$ cat config.mk
export PLATFORM = sky130hd
export DESIGN_NAME = game_controller
export DESIGN_NICKNAME = d
export VERILOG_FILES = /design/src/rtl/game_controller.sv
export SDC_FILE = /design/constraint.sdc
export NUM_CORES = 1
export LEC_CHECK = 0
export ABC_AREA = 1
export BUFFER_PORTS_ARGS = -buffer_cell sky130_fd_sc_hd__buf_2
export CAP_MARGIN = 20
export CORE_MARGIN = 4
export CORE_UTILIZATION = 58
export DETAILED_ROUTE_END_ITERATION = 8
export PLACE_DENSITY_LB_ADDON = 0.3
export SETUP_SLACK_MARGIN = 0.05
export SLEW_MARGIN = 25
export SYNTH_ARGS = -nofsm -noshare
export SYNTH_HDL_FRONTEND = slang
export SYNTH_SLANG_ARGS = --single-unit
$ cat constraint.sdc
create_clock -name board_clk -period 2.4 [get_ports board_clk]
set_input_delay 0.24 -clock board_clk [delete_from_list [all_inputs] [get_ports board_clk]]
set_output_delay 0.24 -clock board_clk [all_outputs]
set_load 0.02 [all_outputs]
$ cat src/rtl/game_controller.sv
// game_controller -- top-level game FSM for a minesweeper-style board.
//
// Tracks game state (INIT/PLAY/WIN/LOSE, one-hot), the cursor, the number of
// non-mine cells still to open, the flags left to place, and an elapsed-seconds
// timer that starts on the first opened cell.
//
// Ports
//   board_clk, glob_reset             clock, async active-high reset
//   btn_l/r/u/d, btn_c, btn_f         single-cycle debounced button pulses
//   is_init                           board generator busy when nonzero
//   num_non_mines, num_mines          board totals, valid when is_init==0
//   opened_cell, flag_set, flag_clr   status pulses from the cover
//   cell_val_apparent                 value under the cursor, 5'b11111 = mine
//   state                             one-hot INIT/PLAY/WIN/LOSE
//   x_pos, y_pos                      cursor
//   board_rst                         one-cycle board/cover regeneration pulse
//   open_out, flag_out                registered one-cycle commands to cover
//   cells_to_open, flags_left, seconds  game counters
module game_controller #(
   parameter int X_SIZE     = 16,
   parameter int Y_SIZE     = 16,
   parameter int X_BITS     = 4,
   parameter int Y_BITS     = 4,
   parameter int WRAP       = 0,
   parameter int TICK_DIV   = 50000000,
   parameter int TIMER_BITS = 10
) (
   input  logic                     board_clk,
   input  logic                     glob_reset,
   input  logic                     btn_l,
   input  logic                     btn_r,
   input  logic                     btn_u,
   input  logic                     btn_d,
   input  logic                     btn_c,
   input  logic                     btn_f,
   input  logic [1:0]               is_init,
   input  logic [X_BITS+Y_BITS:0]   num_non_mines,
   input  logic [X_BITS+Y_BITS:0]   num_mines,
   input  logic                     opened_cell,
   input  logic                     flag_set,
   input  logic                     flag_clr,
   input  logic [4:0]               cell_val_apparent,
   output logic [3:0]               state,
   output logic [X_BITS-1:0]        x_pos,
   output logic [Y_BITS-1:0]        y_pos,
   output logic                     board_rst,
   output logic                     open_out,
   output logic                     flag_out,
   output logic [X_BITS+Y_BITS:0]   cells_to_open,
   output logic [X_BITS+Y_BITS:0]   flags_left,
   output logic [TIMER_BITS-1:0]    seconds
);

   localparam int C         = X_BITS + Y_BITS + 1;
   localparam int TICK_BITS = $clog2(TICK_DIV);

   localparam logic [3:0] S_INIT = 4'b0001;
   localparam logic [3:0] S_PLAY = 4'b0010;
   localparam logic [3:0] S_WIN  = 4'b0100;
   localparam logic [3:0] S_LOSE = 4'b1000;

   localparam logic [4:0]            MINE     = 5'b11111;
   localparam logic [X_BITS:0]       X_MAX    = (X_BITS+1)'(X_SIZE - 1);
   localparam logic [Y_BITS:0]       Y_MAX    = (Y_BITS+1)'(Y_SIZE - 1);
   localparam logic [X_BITS-1:0]     X_ONE    = X_BITS'(1);
   localparam logic [Y_BITS-1:0]     Y_ONE    = Y_BITS'(1);
   localparam logic [C-1:0]          C_ONE    = C'(1);
   localparam logic [TIMER_BITS-1:0] SEC_ONE  = TIMER_BITS'(1);
   localparam logic [TICK_BITS-1:0]  TICK_ONE = TICK_BITS'(1);
   localparam logic [TICK_BITS-1:0]  TICK_MAX = TICK_BITS'(TICK_DIV - 1);

   logic [TICK_BITS-1:0] tick_cnt;
   logic                 started;
   logic                 hit_mine;
   logic [X_BITS:0]      x_ext;
   logic [Y_BITS:0]      y_ext;
   logic [X_BITS-1:0]    x_nxt;
   logic [Y_BITS-1:0]    y_nxt;

   assign hit_mine = (cell_val_apparent == MINE);

   // Edge tests run one bit wider than the coordinate so a board that fills
   // the whole coordinate range still compares correctly against SIZE-1.
   always_comb begin
      x_ext = {1'b0, x_pos};
      x_nxt = x_pos;
      if (btn_l && !btn_r) begin
         if (x_ext == '0)
            x_nxt = (WRAP != 0) ? X_MAX[X_BITS-1:0] : x_pos;
         else
            x_nxt = x_pos - X_ONE;
      end else if (btn_r && !btn_l) begin
         if (x_ext == X_MAX)
            x_nxt = (WRAP != 0) ? '0 : x_pos;
         else
            x_nxt = x_pos + X_ONE;
      end
   end

   always_comb begin
      y_ext = {1'b0, y_pos};
      y_nxt = y_pos;
      if (btn_u && !btn_d) begin
         if (y_ext == '0)
            y_nxt = (WRAP != 0) ? Y_MAX[Y_BITS-1:0] : y_pos;
         else
            y_nxt = y_pos - Y_ONE;
      end else if (btn_d && !btn_u) begin
         if (y_ext == Y_MAX)
            y_nxt = (WRAP != 0) ? '0 : y_pos;
         else
            y_nxt = y_pos + Y_ONE;
      end
   end

   always_ff @(posedge board_clk or posedge glob_reset) begin
      if (glob_reset) begin
         state         <= S_INIT;
         x_pos         <= '0;
         y_pos         <= '0;
         board_rst     <= 1'b0;
         open_out      <= 1'b0;
         flag_out      <= 1'b0;
         cells_to_open <= '0;
         flags_left    <= '0;
         seconds       <= '0;
         tick_cnt      <= '0;
         started       <= 1'b0;
      end else begin
         board_rst <= 1'b0;
         open_out  <= 1'b0;
         flag_out  <= 1'b0;
         case (state)
            // Hold off while the regeneration pulse is still out, so the
            // generator gets a chance to raise is_init before we sample it.
            S_INIT: begin
               if (is_init == 2'b00 && !board_rst) begin
                  state         <= S_PLAY;
                  cells_to_open <= num_non_mines;
                  flags_left    <= num_mines;
                  seconds       <= '0;
                  tick_cnt      <= '0;
                  started       <= 1'b0;
               end
            end
            S_PLAY: begin
               open_out <= btn_c;
               flag_out <= btn_f;
               x_pos    <= x_nxt;
               y_pos    <= y_nxt;
               if (hit_mine)
                  state <= S_LOSE;
               else if (cells_to_open == '0)
                  state <= S_WIN;
               if (opened_cell && !hit_mine && cells_to_open != '0)
                  cells_to_open <= cells_to_open - C_ONE;
               if (flag_set && !flag_clr) begin
                  if (flags_left != '0)
                     flags_left <= flags_left - C_ONE;
               end else if (flag_clr && !flag_set) begin
                  if (flags_left < num_mines)
                     flags_left <= flags_left + C_ONE;
               end
               if (opened_cell)
                  started <= 1'b1;
               if (started) begin
                  if (tick_cnt == TICK_MAX) begin
                     tick_cnt <= '0;
                     if (seconds != '1)
                        seconds <= seconds + SEC_ONE;
                  end else begin
                     tick_cnt <= tick_cnt + TICK_ONE;
                  end
               end
            end
            S_WIN, S_LOSE: begin
               if (btn_c) begin
                  state     <= S_INIT;
                  board_rst <= 1'b1;
                  x_pos     <= '0;
                  y_pos     <= '0;
               end
            end
            default: state <= S_INIT;
         endcase
      end
   end

endmodule
After elaboration in Yosys (flattened, before gate mapping)

Index checks and enable logic that the tools add are counted.

Flip-flop bits (word level): 70
Bits of input ports: 36

Add/subtract/negate cells: 9
$lt $le $gt $ge: 1
Eq/ne operators: 26
Multiplexer cells: 41
Reductions and logical operators: 34

Operators with widths:

| cell                                                               | count |
|---|---|
| 26-bit 2-to-1 mux                                                  | 3 |
| 9-bit 2-to-1 mux                                                   | 7 |
| 4-bit 2-to-1 mux                                                   | 13 |
| 26-bit case mux with 2 select lines                                | 1 |
| 10-bit 2-to-1 mux                                                  | 4 |
| 9-bit case mux with 2 select lines                                 | 2 |
| 3-bit != test, second input constant                               | 10 |
| 26-bit by 1-bit adder with 26-bit output, second input constant    | 1 |
| 26-bit equality test, second input constant                        | 1 |
| 10-bit case mux with 2 select lines                                | 1 |
| 5-bit AND reduction                                                | 4 |
| 9-bit nonzero test                                                 | 2 |
| 9-bit by 1-bit subtractor with 9-bit output, second input constant | 2 |
| 4-bit case mux with 2 select lines                                 | 2 |
| 2-bit != test, second input constant                               | 7 |
| 4-bit equality test, second input constant                         | 3 |
| 4-bit case mux with 3 select lines                                 | 1 |
| 3-bit AND reduction                                                | 4 |
| 10-bit by 1-bit adder with 10-bit output, second input constant    | 1 |
| 10-bit != test, second input constant                              | 1 |
| 9-bit by 1-bit adder with 9-bit output, second input constant      | 1 |
| 1-bit logical AND                                                  | 9 |
| 9-bit zero test                                                    | 1 |
| 9-bit less-than comparator                                         | 1 |
| other kinds (13)                                                   | 29 |

Logic depth before layout (Yosys ltp)

Word-level depth: 6
Mapped depth: 14

Worst setup path after synthesis

Ideal clock, no wire load.

Path kind: input -> register
From: input flag_clr
To: register flags_left[6]
Arrival: 1742 ps
Data required time: 2334 ps
Path slack: 592 ps
Stages: 13
Path buffers: 0
Cell sequence: inv_1 -> ha_1 -> inv_1 -> fa_1 -> inv_1 -> nand2_1 -> nand2_1 -> nand3_1 -> nand2_1 -> nor2_1 -> o21ai_0 -> nand3_1 -> nand2_1

Word-level cells in the longest chain between the ends: 4
Elaborated cells between the ends (all ways): 9
Those cells by class: eq/ne: 3; mux: 2; reduce/logical: 4

RTL lines:

| element                                                                             | RTL line | text |
|---|---|---|
| start: declaration                                                                  | 41       | `input logic flag_clr,` |
| 1-bit zero test                                                                     | 157      | `if (flag_set && !flag_clr) begin` |
| 1-bit logical AND                                                                   | 157      |  |
| 3-bit != test (no line) or 9-bit 2-to-1 mux (tied branches)                         | --       |  |
| 5-bit AND reduction (no line) or 9-bit case mux with 2 select lines (tied branches) | --       |  |
| end signal: assignment                                                              | 140      | `flags_left <= num_mines;` |
| end signal: assignment                                                              | 159      | `flags_left <= flags_left - C_ONE;` |
| end signal: assignment                                                              | 162      | `flags_left <= flags_left + C_ONE;` |
| end: declaration                                                                    | 50       | `output logic [X_BITS+Y_BITS:0] flags_left,` |

Parallel ways exist; a longest one is shown, timed or not.
A chain may end at the register's enable or synchronous reset.

Worst setup path after layout

From: register state[3]
To: register tick_cnt[12]

Word-level cells in the longest chain between the ends: 3
Elaborated cells between the ends (all ways): 7
Those cells by class: eq/ne: 4; mux: 1; reduce/logical: 2

RTL lines:

| element                                                                                                          | RTL line | text |
|---|---|---|
| start: declaration                                                                                               | 43       | `output logic [3:0] state,` |
| start signal: assignment                                                                                         | 118      | `state <= S_INIT;` |
| start signal: assignment                                                                                         | 138      | `state <= S_PLAY;` |
| start signal: assignment                                                                                         | 152      | `state <= S_LOSE;` |
| 4-bit by 2-bit equality test with 1-bit output or 4-bit by 1-bit equality test with 1-bit output (tied branches) | 133      | `case (state)` |
| 2-bit != test (no line) or 2-bit nonzero test (tied branches)                                                    | --       |  |
| 3-bit AND reduction (no line)                                                                                    | --       |  |
| end signal: assignment                                                                                           | 172      | `tick_cnt <= tick_cnt + TICK_ONE;` |
| end: declaration                                                                                                 | 72       | `logic [TICK_BITS-1:0] tick_cnt;` |

Parallel ways exist; a longest one is shown, timed or not.

==> results <==
- The flow ran to the end, and the final reports show no timing, DRC or antenna violations.
- Counting flops with a built-in enable in the synthesized netlist gives 0.
- Of the post-synthesis cell area, the dominant cell type holds 33.7%.
- The final setup TNS is 0 ns.
- The startpoint identified for the worst hold timing path is btn_f.
- The remaining global-route overflow is 0.
- The terminus of the critical flop-to-flop path is tick_cnt[12].
- The pin slew with the least headroom to its limit is 0.574 ns.
- Across every metal layer, demand over resource in global routing totals 25.0%.
- The die covers 0.0104 mm².
- The critical path is of the reg2reg type.
- The first global-routing pass estimated 21000 µm of wire.
- The worst hold path class is in2reg.
- The maximum vdd ir drop is 662 µV.
- Once layout is done, the placed cells without fillers occupy 0.00581 mm².
- For the final database, setup skew stands at 0.0118 ns.
- Global routing used 40.8% of the available met2 tracks.
- The final cycle utilization of the critical path is 88.1%.
- Combinational logic burns 55.1% of the power.
- The count of non-filler cells in the finished layout is 915.
- The remaining antenna violation count after routing is 0.
- The fraction of power spent switching nets is 51.0%.
- The placement-stage cell area is 0.00561 mm².
- The number of distinct standard cells referenced by the synthesized netlist is 46.
- Power spread over the standard cell area amounts to 1050 mW/mm².
- The beginning of the worst register-to-register path is state[3].
- The arithmetic-cell share of the synthesized area counting full adders, half adders and majority gates is 7.28%.
- The relative contribution of the clock network to total power is 15.0%.
- Summed over all instances, the cell type with the most area after synthesis is sky130_fd_sc_hd__dfrtp_1.
- The count of cells along the worst hold path is 3.
- The top fanout value on the critical path is 26.
- The number of port buffers is 78.
- The top flip-flop cell by instance count after synthesis is sky130_fd_sc_hd__dfrtp_1.
- The I/O pin count is 79.
- The number of max-slew violations in the final report is 0.
- The tool flagged a number of max-cap violations equal to 0.
- The H-tree depth is 3.
- Once the clock tree was built, the setup fixing pass inserted 0 buffers.
- Data arrives at the worst endpoint at 2.35 ns.
- In the synthesized netlist, mux cells make up 0.977% of the area.
- In the final routed layout, each cell accounts on average for 13.5 µm.
- The clock reaches the later pin of the worst-skew pair after 0.36 ns.
- Timing would allow up to 473 MHz.
- Once the floorplan was initialized, standard cells occupied 59.3% of the core.
- The floorplan has 34 rows.
- The length of the first detailed-routing pass in iterations is 5.
- The number of global-route vias before repair came to 4718.
- The number of register bits inferred by synthesis is 70.
- Counting flops with an async set or reset pin after synthesis yields a share of 100%.
- The pin count of the biggest net entering global routing is 71.
- The width of the die is 102 µm.
- The number of cells on the worst reg-to-reg path is 8.
- The initial antenna violation count is 0.
- For this block, the routed nets add up to 12400 µm of wire.
- The most frequently used cell type in the post-synthesis netlist is sky130_fd_sc_hd__nand2_1.
- The overall power of the completed layout is 6.07 mW.
- The element type at the critical path start is a flip-flop.
- Setup slack on the worst reg-to-reg path comes out at 0.29 ns.
- After detailed routing, the number of remaining DRC violations is 0.
- Yosys attributes the largest share of cell area to sky130_fd_sc_hd__dfrtp_1 34%, sky130_fd_sc_hd__nand2_1 15%, sky130_fd_sc_hd__inv_1 6.2%, sky130_fd_sc_hd__ha_1 6.1%, sky130_fd_sc_hd__nand3_1 5.5%.
- The clock-pin slew on the worst setup and hold paths is 0.09 ns.
- At the end of the flow the core is filled with cells to 67.3%.
- Subtracting the final worst setup slack from the clock period gives 2.11 ns.
- The proportion of layout cells with a drive suffix above 1 is 18.0%.
- Relative to the synthesized area, the layout overhead comes to 13.4%.
- The longest clock path from root to sink contains 2 buffers.
- The fraction of the mapped netlist area in simple logic gates is 38.5%.
- The synthesized netlist devotes 6.69% of its cell area to compound gates.
- The synthesized netlist devotes 3.42% of its cell area to XOR and XNOR gates.
- The end point of the most critical hold path is flag_out.
- The HPWL after detailed placement is 9180 µm.
- The cell-internal power is 2.97 mW.
- The total number of nets in the final design is 866.
- The total setup violations reported at the end of the flow is 0.
- The sequential element share of the synthesized area is 34.2%.
- The netlist area before placement is 0.00512 mm².
- Clock tree synthesis inserted a total of 9 buffers.
- The worst setup path is captured at a flip-flop.
- The worst slew margin relative to its limit is 61.6%.
- The average cell area after synthesis is 7.13 µm².
- The busiest layer in global routing is met2.
- The total number of clock tree sinks is 70.
- The synthesized instance count is 718.
- By count the netlist is led by 211 x sky130_fd_sc_hd__nand2_1, 84 x sky130_fd_sc_hd__inv_1, 72 x sky130_fd_sc_hd__nor2_1.
- The tightest hold path in the finished design has a slack of 0.0840 ns.
- The number of instances in the placed design is 898.
- The count of endpoints failing hold in the final timing report came to 0.
- The via count normalized by instance count is 5.38.
- The die is 102 µm tall.
- Once routing completed, OpenROAD measured the worst setup slack at 0.286 ns.
- The antenna diode instance count is 0.
- The required time of the critical path is 2.64 ns.
- The fraction of power consumed by sequential logic is 29.8%.
- The total net switching power is 3.10 mW.
- The tree is rooted in a sky130_fd_sc_hd__clkbuf_8.
- For this run, the number of Yosys warnings is 0.
- The analysis attributes to cell leakage a power of 3.05 nW.
- TritonCTS built the clock tree.
- Setup repair after global routing left no endpoint under its margin.
- In the global route stage, met3 resource usage came out at 4.91%.
- Counting every net in the synthesized netlist gives 782.
- For met1 alone, demand over resource in global routing was 32.8%.
- Routability-driven placement finished with a final weighted congestion of 0.912.
- After floorplanning, the core was sized to cover 0.00864 mm².
- The detailed router finished its first iteration with 290 violations.
- The main combinational cell family by area after synthesis is simple AND/OR/NAND/NOR gates.
- Timing analysis after detailed placement gives a worst setup slack of 0.264 ns.
- The detailed router placed 4926 vias in this run.
-- worst max path at each step --
| stage | from | end | slack, ns | depth (start not counted) |
|---|---|---|---|---|
| after floorplan | glob_reset | board_rst | 0.39 | 1 |
| after global placement | flag_clr | flags_left[6] | 0.33 | 15 |
| after detailed placement | flag_clr | flags_left[6] | 0.26 | 15 |
| after CTS | state[3] | tick_cnt[12] | 0.29 | 8 |
| after global routing | state[3] | tick_cnt[24] | 0.09 | 8 |
| final | state[3] | tick_cnt[12] | 0.29 | 8 |
-- power groups by stage --
stage                     clock network [mW]  registers (mW)  logic [mW]
after floorplan                            0            2.05        2.34
after global placement                     0            1.81        3.23
after detailed placement                   0            1.82        3.35
after CTS                              0.932            1.80        3.36
after global routing                   0.977            1.86        3.77
final                                  0.913            1.81        3.35
-- what timing repair did --
item,4_1_cts,5_1_grt
hold buffers,1,0
resized for setup,0,0
endpoints found under the hold margin,69,0
-- routing by layer --
metal  vias to the layer above  part of all wire [%]
li1                       2493                     -
met1                      2275                    43
met2                       141                    49
met3                        17                   6.1
met4                         0                   1.7
met5                         -                     0
-- critical path, cell delays in order (launching register included) --
cell and delay [ns]:
sky130_fd_sc_hd__dfrtp_1 0.45, sky130_fd_sc_hd__nor2_4 0.18, sky130_fd_sc_hd__nand3_4 0.22, sky130_fd_sc_hd__nand2_2 0.19, sky130_fd_sc_hd__o21ai_4 0.09, sky130_fd_sc_hd__nor2_4 0.46
sky130_fd_sc_hd__nand2_1 0.16, sky130_fd_sc_hd__xor2_1 0.21, sky130_fd_sc_hd__nor2_2 0.05
-- flip-flops by register name, indices dropped and copies added (netlist names) --
signal         count
flag_out           1
cells_to_open      9
open_out           1
seconds           10
tick_cnt          26
started            1
x_pos              4
state              4
y_pos              4
flags_left         9
board_rst          1
-- cells by family (layout without fill, tap and decap cells) --
logic type / count (synthesis) / in the layout
simple gates: 429 / 429
buf+inv: 105 / 194
mux: 5 / 5
compound gates: 61 / 61
xor+xnor: 20 / 20
fa+ha+maj: 28 / 28
flops: 70 / 70
-- cells in the final DEF (no fill, tap or decap), types with 2 or more instances in the layout --
master	count
sky130_fd_sc_hd__clkbuf_8	10
sky130_fd_sc_hd__nand2_4	3
sky130_fd_sc_hd__fa_1	3
sky130_fd_sc_hd__ha_1	25
sky130_fd_sc_hd__nor2_2	14
sky130_fd_sc_hd__clkinvlp_4	2
sky130_fd_sc_hd__clkinv_4	2
sky130_fd_sc_hd__nand2_1	211
sky130_fd_sc_hd__o21ai_0	38
sky130_fd_sc_hd__nand3_1	56
sky130_fd_sc_hd__nor3_1	15
sky130_fd_sc_hd__inv_1	83
sky130_fd_sc_hd__or2_2	2
sky130_fd_sc_hd__xnor2_1	6
sky130_fd_sc_hd__o21ai_1	2
sky130_fd_sc_hd__buf_4	8
sky130_fd_sc_hd__mux2i_1	5
sky130_fd_sc_hd__nand3_4	2
sky130_fd_sc_hd__nand3b_1	4
sky130_fd_sc_hd__nor2_4	4
sky130_fd_sc_hd__nand2_2	5
sky130_fd_sc_hd__nor2_1	72
sky130_fd_sc_hd__buf_2	78
sky130_fd_sc_hd__nand4_1	33
sky130_fd_sc_hd__a21oi_1	12
sky130_fd_sc_hd__nor4_1	2
sky130_fd_sc_hd__inv_2	5
sky130_fd_sc_hd__dfrtp_1	69
sky130_fd_sc_hd__and3_1	2
sky130_fd_sc_hd__xor2_1	14
-- area by class of cell --
class	count	area (µm²)
multi-input combinational	543	2920
fill	753	2830
sequential	70	1750
timing repair buffer	88	480
inverter	90	340
clock buffer	10	138
tap	108	135
clock inverter	6	46.3
Note: power is estimated with default switching activity, not from simulation.
